$ cat src/rtl/stopwatch_core_if.sv
// Stopwatch control/time bus: debounced button pulses in, time-of-day digits
// and run flag out toward the FND display controller.
interface stopwatch_core_if;
   logic       i_run_stop;
   logic       i_clear;
   logic [6:0] o_msec;
   logic [5:0] o_sec;
   logic [5:0] o_min;
   logic       o_running;

   // Button front end / display side.
   modport master (
      output i_run_stop,
      output i_clear,
      input  o_msec,
      input  o_sec,
      input  o_min,
      input  o_running
   );

   // Stopwatch core side.
   modport slave (
      input  i_run_stop,
      input  i_clear,
      output o_msec,
      output o_sec,
      output o_min,
      output o_running
   );
endinterface

$ cat src/rtl/stopwatch_core.sv
// Stopwatch time base: STOP/RUN/CLEAR control, a clock prescaler producing a
// TICK_HZ tick, and a centisecond/second/minute counter chain with wrap.
module stopwatch_core #(
   parameter int CLK_FREQ = 100_000_000,
   parameter int TICK_HZ  = 100,
   parameter int MSEC_MAX = 99,
   parameter int SEC_MAX  = 59,
   parameter int MIN_MAX  = 59
) (
   input  logic            clk,
   input  logic            rst,
   stopwatch_core_if.slave sw
);

   localparam int              DIV       = CLK_FREQ / TICK_HZ;
   localparam int              PW        = $clog2(DIV);
   localparam logic [PW-1:0]   PRE_LAST  = PW'(DIV - 1);
   localparam logic [6:0]      MSEC_LAST = 7'(MSEC_MAX);
   localparam logic [5:0]      SEC_LAST  = 6'(SEC_MAX);
   localparam logic [5:0]      MIN_LAST  = 6'(MIN_MAX);

   typedef enum logic [1:0] {
      ST_STOP  = 2'd0,
      ST_RUN   = 2'd1,
      ST_CLEAR = 2'd2
   } state_t;

   state_t        state_q, state_d;
   logic [PW-1:0] pre_q,   pre_d;
   logic [6:0]    msec_q,  msec_d;
   logic [5:0]    sec_q,   sec_d;
   logic [5:0]    min_q,   min_d;
   logic          tick;

   // Control FSM: clear wins over run/stop in STOP; clear is ignored in RUN.
   always_comb begin
      state_d = state_q;
      case (state_q)
         ST_STOP: begin
            if (sw.i_clear)
               state_d = ST_CLEAR;
            else if (sw.i_run_stop)
               state_d = ST_RUN;
         end
         ST_RUN: begin
            if (sw.i_run_stop)
               state_d = ST_STOP;
         end
         ST_CLEAR: state_d = ST_STOP;
         default:  state_d = ST_STOP;
      endcase
   end

   // Prescaler and counter chain; the tick is judged on the current state so
   // the edge that leaves RUN still completes a pending tick.
   always_comb begin
      tick   = (state_q == ST_RUN) && (pre_q == PRE_LAST);
      pre_d  = pre_q;
      msec_d = msec_q;
      sec_d  = sec_q;
      min_d  = min_q;
      if (state_q == ST_CLEAR) begin
         pre_d  = '0;
         msec_d = '0;
         sec_d  = '0;
         min_d  = '0;
      end else if (state_q == ST_RUN) begin
         if (tick) begin
            pre_d = '0;
            if (msec_q == MSEC_LAST) begin
               msec_d = '0;
               if (sec_q == SEC_LAST) begin
                  sec_d = '0;
                  min_d = (min_q == MIN_LAST) ? 6'd0 : min_q + 6'd1;
               end else begin
                  sec_d = sec_q + 6'd1;
               end
            end else begin
               msec_d = msec_q + 7'd1;
            end
         end else begin
            pre_d = pre_q + 1'b1;
         end
      end
   end

   // State and counter registers; reset returns everything to a stopped 00:00.00.
   always_ff @(posedge clk) begin
      if (rst) begin
         state_q <= ST_STOP;
         pre_q   <= '0;
         msec_q  <= '0;
         sec_q   <= '0;
         min_q   <= '0;
      end else begin
         state_q <= state_d;
         pre_q   <= pre_d;
         msec_q  <= msec_d;
         sec_q   <= sec_d;
         min_q   <= min_d;
      end
   end

   assign sw.o_msec    = msec_q;
   assign sw.o_sec     = sec_q;
   assign sw.o_min     = min_q;
   assign sw.o_running = (state_q == ST_RUN);

endmodule

$ cat src/flat_wrapper.sv
// flat-port wrapper written by rule: the top's interface ports become plain ports
module stopwatch_core_flat 
#(
   parameter int CLK_FREQ = 100_000_000,
   parameter int TICK_HZ  = 100,
   parameter int MSEC_MAX = 99,
   parameter int SEC_MAX  = 59,
   parameter int MIN_MAX  = 59
)
  (clk, rst, sw_i_run_stop, sw_i_clear, sw_o_msec, sw_o_sec, sw_o_min, sw_o_running);
  stopwatch_core_if sw_i ();
  input  logic clk;
  input  logic rst;
  input wire logic [$bits(sw_i.i_run_stop)-1:0] sw_i_run_stop;
  input wire logic [$bits(sw_i.i_clear)-1:0] sw_i_clear;
  output wire logic [$bits(sw_i.o_msec)-1:0] sw_o_msec;
  output wire logic [$bits(sw_i.o_sec)-1:0] sw_o_sec;
  output wire logic [$bits(sw_i.o_min)-1:0] sw_o_min;
  output wire logic [$bits(sw_i.o_running)-1:0] sw_o_running;
  assign sw_i.i_run_stop = sw_i_run_stop;
  assign sw_i.i_clear = sw_i_clear;
  assign sw_o_msec = sw_i.o_msec;
  assign sw_o_sec = sw_i.o_sec;
  assign sw_o_min = sw_i.o_min;
  assign sw_o_running = sw_i.o_running;
  stopwatch_core #(.CLK_FREQ(CLK_FREQ), .TICK_HZ(TICK_HZ), .MSEC_MAX(MSEC_MAX), .SEC_MAX(SEC_MAX), .MIN_MAX(MIN_MAX)) u_core (.clk(clk), .rst(rst), .sw(sw_i));
endmodule
$ cat config.mk
export PLATFORM = sky130hd
export DESIGN_NAME = stopwatch_core_flat
export DESIGN_NICKNAME = d
export VERILOG_FILES = /design/src/rtl/stopwatch_core_if.sv /design/src/rtl/stopwatch_core.sv /design/src/flat_wrapper.sv
export SDC_FILE = /design/constraint.sdc
export NUM_CORES = 1
export LEC_CHECK = 0
export ABC_AREA = 1
export CELL_PAD_IN_SITES_DETAIL_PLACEMENT = 1
export CELL_PAD_IN_SITES_GLOBAL_PLACEMENT = 1
export CORE_AREA = 2 2 77 79
export DETAILED_ROUTE_END_ITERATION = 10
export DIE_AREA = 0 0 79 81
export PLACE_DENSITY_LB_ADDON = 0.25
export SETUP_SLACK_MARGIN = 0.2
export SLEW_MARGIN = 10
export SYNTH_ARGS = -nofsm -noshare
export SYNTH_HDL_FRONTEND = slang
export SYNTH_SLANG_ARGS = --single-unit
$ cat constraint.sdc
create_clock -name clk -period 4.7 [get_ports clk]
set_input_delay 0.94 -clock clk [delete_from_list [all_inputs] [get_ports clk]]
set_output_delay 0.94 -clock clk [all_outputs]
set_load 0.05 [all_outputs]
**Word-level counts from Yosys, hierarchy flattened**

Index checks and enable logic that the tools add are counted.

- Add/sub/neg operators: 4
- Eq/ne operators: 8
- Multiplexer cells: 8
- Reductions and logical operators: 7

Operators by type and width:

| operator | number |
|---|---|
| 20-bit by 1-bit adder with 20-bit output (second input constant) | 1 |
| 20-bit == test (second input constant) | 1 |
| 20-bit two-way mux | 1 |
| 6-bit by 1-bit adder with 6-bit output (second input constant) | 2 |
| 6-bit == test (second input constant) | 2 |
| 6-bit two-way mux | 2 |
| 7-bit by 1-bit adder with 7-bit output (second input constant) | 1 |
| 7-bit == test (second input constant) | 1 |
| 7-bit two-way mux | 1 |
| 2-bit two-way mux | 3 |
| 2-bit one-hot mux with 2 select lines | 1 |
| 2-bit AND reduction | 2 |
| 4-bit AND reduction | 1 |
| 3-bit inequality test (second input constant) | 1 |
| 3-bit AND reduction | 1 |
| 2-bit by 1-bit == test with 1-bit output (second input constant) | 1 |
| 2-bit == test (second input constant) | 1 |
| 2-bit zero test | 1 |
| 2-bit inequality test (second input constant) | 1 |
| 2-bit OR reduction | 1 |
| 1-bit logical AND | 1 |

- Register bits: 41
- Input bits: 4
- Output and inout port bits: 20
- Word-level logic and storage cells: 32

**Depth between registers and ports, before layout**

- Word-level depth: 3
- Gate-level depth with buffers: 10
- Mapped depth without buffers: 10

**Worst setup path before layout**

OpenSTA, ideal clock, no wires.

- Path kind: register to output
- Start: register u_core.state_q[1]
- End: output port sw_o_running
- Data arrival time: 0.966 ns
- Data required time: 3.760 ns
- Setup slack: 2.794 ns
- Stages on the path, launching flop included: 4
- Path buffers: 0
- Cell sequence: dfxtp_1 > inv_1 > nand2_2 > clkinv_1

- Word-level cells in the longest chain between the ends: 1

Ends and longest elaborated chain:

| what | line | source |
|---|---|---|
| start: declaration | stopwatch_core.sv:28 | `state_t state_q, state_d;` |
| start signal: assignment | stopwatch_core.sv:96 | `state_q <= state_d;` |
| 2-bit by 1-bit == test with 1-bit output | stopwatch_core.sv:107 | `assign sw.o_running = (state_q == ST_RUN);` |
| end: declaration | flat_wrapper.sv:19 | `output wire logic [$bits(sw_i.o_running)-1:0] sw_o_running;` |

Every way passes these cells.

**Worst setup path after layout**

- Start: register u_core.state_q[0]
- End: output port sw_o_running

Same word-level chain as after synthesis.

==> results.cfg <==
[min_path]
hold_class = flip-flop to flip-flop
holdCritStartpoint = u_core.state_q[1]
hold_depth = 1
hold_end = u_core.state_q[1]

[sta]
hold_viol_final = 0
skew_ps = 11.8
setup_viol = 0
finalCriticalPeriod_ps = 2880
setup-tns-final_ps = 0
finalMaxSlewViolations = 0
tightest_slew_ps = 548
post-route-period-util_pct = 61.3
max_freq_mhz = 347
slew_headroom_pct = 63.4
rsz0062_at_grt = no
timing.hold.ws_ps = 426

[critical_path]
rr_endpoint = u_core.sw.o_msec[4]
slowest_stage = clkdlybuf4s50_1
cpPeakStageDelay_ps = 830
path_class = flip-flop to output port
reg2reg_slack_ps = 2720
crit_fanout = 10
reg2reg_depth = 10
worstPathArrival_ps = 1940
cp_cell_sequence = nand2_2 -> clkinv_1 -> clkdlybuf4s50_1
critPathRequiredTime_ps = 3760
crit-reg2reg-launch = u_core.pre_q[0]
start_kind = flip-flop
end_kind = output port

[pwr]
switching_share_pct = 23.9
p_leak_nw = 1.10
seq_power_share_pct = 58.7
vdd_ir_drop_max_uv = 129
p_per_area_nw_per_um2 = 221
internal_power_mw = 0.454
p_switching_mw = 0.143
clock_power_share_pct = 37.0
combPwrFrac_pct = 4.3

[die]
die_w_um = 79
rows = 28
core-area_um2 = 5680
ios = 24
die_h_um = 81
start_util_pct = 41.0
dieArea_um2 = 6400

[drt]
first_pass_iters = 4
antenna_left = 0
vias = 2325
wl_per_cell_um = 13.6
vias_per_cell = 5.09
routed_wl_mm = 6.21
drc_errors = 0
drtIter0Drc = 56

[synthesis]
synth_cell_types = 31
syn_avg_cell_area_um2 = 6.54
syn_nets = 364
post-synth-top-area-fraction_pct = 35.3
yosys.area_share.adder_pct = 2.15
synthSimpleGateAreaFrac_pct = 41.5
synth_xor_area_share_pct = 1.51
muxShareOfSynthArea_pct = 0
synth-seq-cells = 41
yosysWarnings = 0
synth-seq-area-share_pct = 35.3
synth_top_family_by_area = simple AND/OR/NAND/NOR gates
synth_area_leaders = dfxtp_1 (35%), nand2_1 (12%), inv_1 (8.9%)
synth.most_common_cell = nand2_1
synth_common_cells = nand2_1 (76), inv_1 (55), nor2_1 (54), dfxtp_1 (41), nand3_1 (29)
synth-edff-count = 0
async_reset_ff_share_pct = 0
synth_ff_type = dfxtp_1
synth_top_area_cell = dfxtp_1
synth-compound-area-share_pct = 8.98
synth.cell_area_um2 = 2330
synthCells = 356

[place]
gp_congestion = 0.840
io_buffers = 23
dp_hpwl_mm = 4.94

[run_status]
status = complete, no violations

[final_layout]
nets = 391
area_growth_syn_to_layout_pct = 16.0
multiInputGateArea_um2 = 1260
fill_cells = 772
register_area_um2 = 821
post-route-util_pct = 47.6
antenna_cells = 0
drive_gt1_share_pct = 7.33

[clock_network]
clk_latency_ps = 300
clockBufferDepth = 2
ctsRootBufferMaster = clkbuf_8
cts_tree = yes
cts_resized = 0
clock-sinks = 41
cts_hold_buffers = 0
htree_levels = 2
post_cts_buffers = 0
cts_buffers = 5
clk_pin_slew_ps = 70

[flow_run]
cap_viol_max_count = 0

[global_routing]
grt_use_total_pct = 20.8
grt_max_degree = 16
gr-total-overflow = 0
grt_pass1_wl_mm = 10.5
grt_pass1_vias = 2246
antenna_found_initial = 0
==> stage by stage <==
step                      cells  power [mW]  setup WS [ps]  instance area (um2)
after global routing        457       0.618           1700                 2700
final                       457       0.597           1820                 2700
after detailed placement    451       0.385           2010                 2630
after global placement      451       0.383           2130                 2630
after floorplan             356       0.375           2790                 2330
after CTS                   457       0.605           1800                 2700
==> power groups by stage <==
stage / clock network, mW / registers [mW] / logic, mW
global placement: 0 / 0.358 / 0.0249
global route: 0.239 / 0.350 / 0.0288
floorplan: 0 / 0.358 / 0.0167
finish: 0.221 / 0.350 / 0.0257
detailed placement: 0 / 0.358 / 0.0263
CTS: 0.229 / 0.350 / 0.0263
==> sequential cells by signal, summed over array words and instances, names as in the netlist <==
register,count
u_core.sw.o_msec,7
u_core.sw.o_min,6
u_core.sw.o_sec,6
u_core.pre_q,20
u_core.state_q,2
==> cells by family (layout without fill, tap and decap cells) <==
kind of cell	Yosys count	count (layout)
AOI/OAI and AO/OA	37	37
DFF	41	41
adders and majority gates	4	4
xor gates and xnor gates	4	4
and+or+nand+nor	208	208
buffers and inverters	62	88
==> final cells by class <==
cell class,count,area share (%)
multi-input combinational,253,46.6
clock buffer,5,2.55
timing repair buffer,23,8.53
sequential,41,30.4
clock inverter,1,0.185
inverter,59,8.21
tap,75,3.48
==> how the worst max path moves through the flow <==
stage,cells past startpoint,end,slack [ps],start
global route,4,sw_o_running,1700,u_core.state_q[1]
CTS,4,sw_o_running,1800,u_core.state_q[1]
detailed placement,5,u_core.pre_q[18],2010,rst
finish,3,sw_o_running,1820,u_core.state_q[0]
floorplan,3,sw_o_running,2790,u_core.state_q[1]
global placement,5,u_core.pre_q[5],2130,rst
==> worst max-delay path: cells and delay by family (launching register included) <==
kind                   cells  cell delay, ps
and+or+nand+nor            1             180
buffers and inverters      2            1020
DFF                        1             440
==> cell usage in the layout, fill, tap and decap left out, types with 5 or more instances in the layout <==
cell,instances
nor2_1,54
nand2_1,76
nand3_1,29
nand4_1,12
nor3_1,16
dfxtp_1,41
inv_1,55
nor2_2,5
o21ai_0,13
clkdlybuf4s50_1,23
a21oi_1,17
clkbuf_8,5
==> per-layer routing <==
layer / up-vias / global-route usage [%] / routed length (um) / part of all wire [%]
met3: 10 / 3.22 / 179 / 2.9
li1: 1195 / - / - / -
met2: 31 / 36.3 / 3050 / 49
met5: - / 0 / 0 / 0
met4: 0 / 6.72 / 95 / 1.5
met1: 1089 / 26.4 / 2880 / 46
Note: power is estimated with default switching activity, not from simulation.
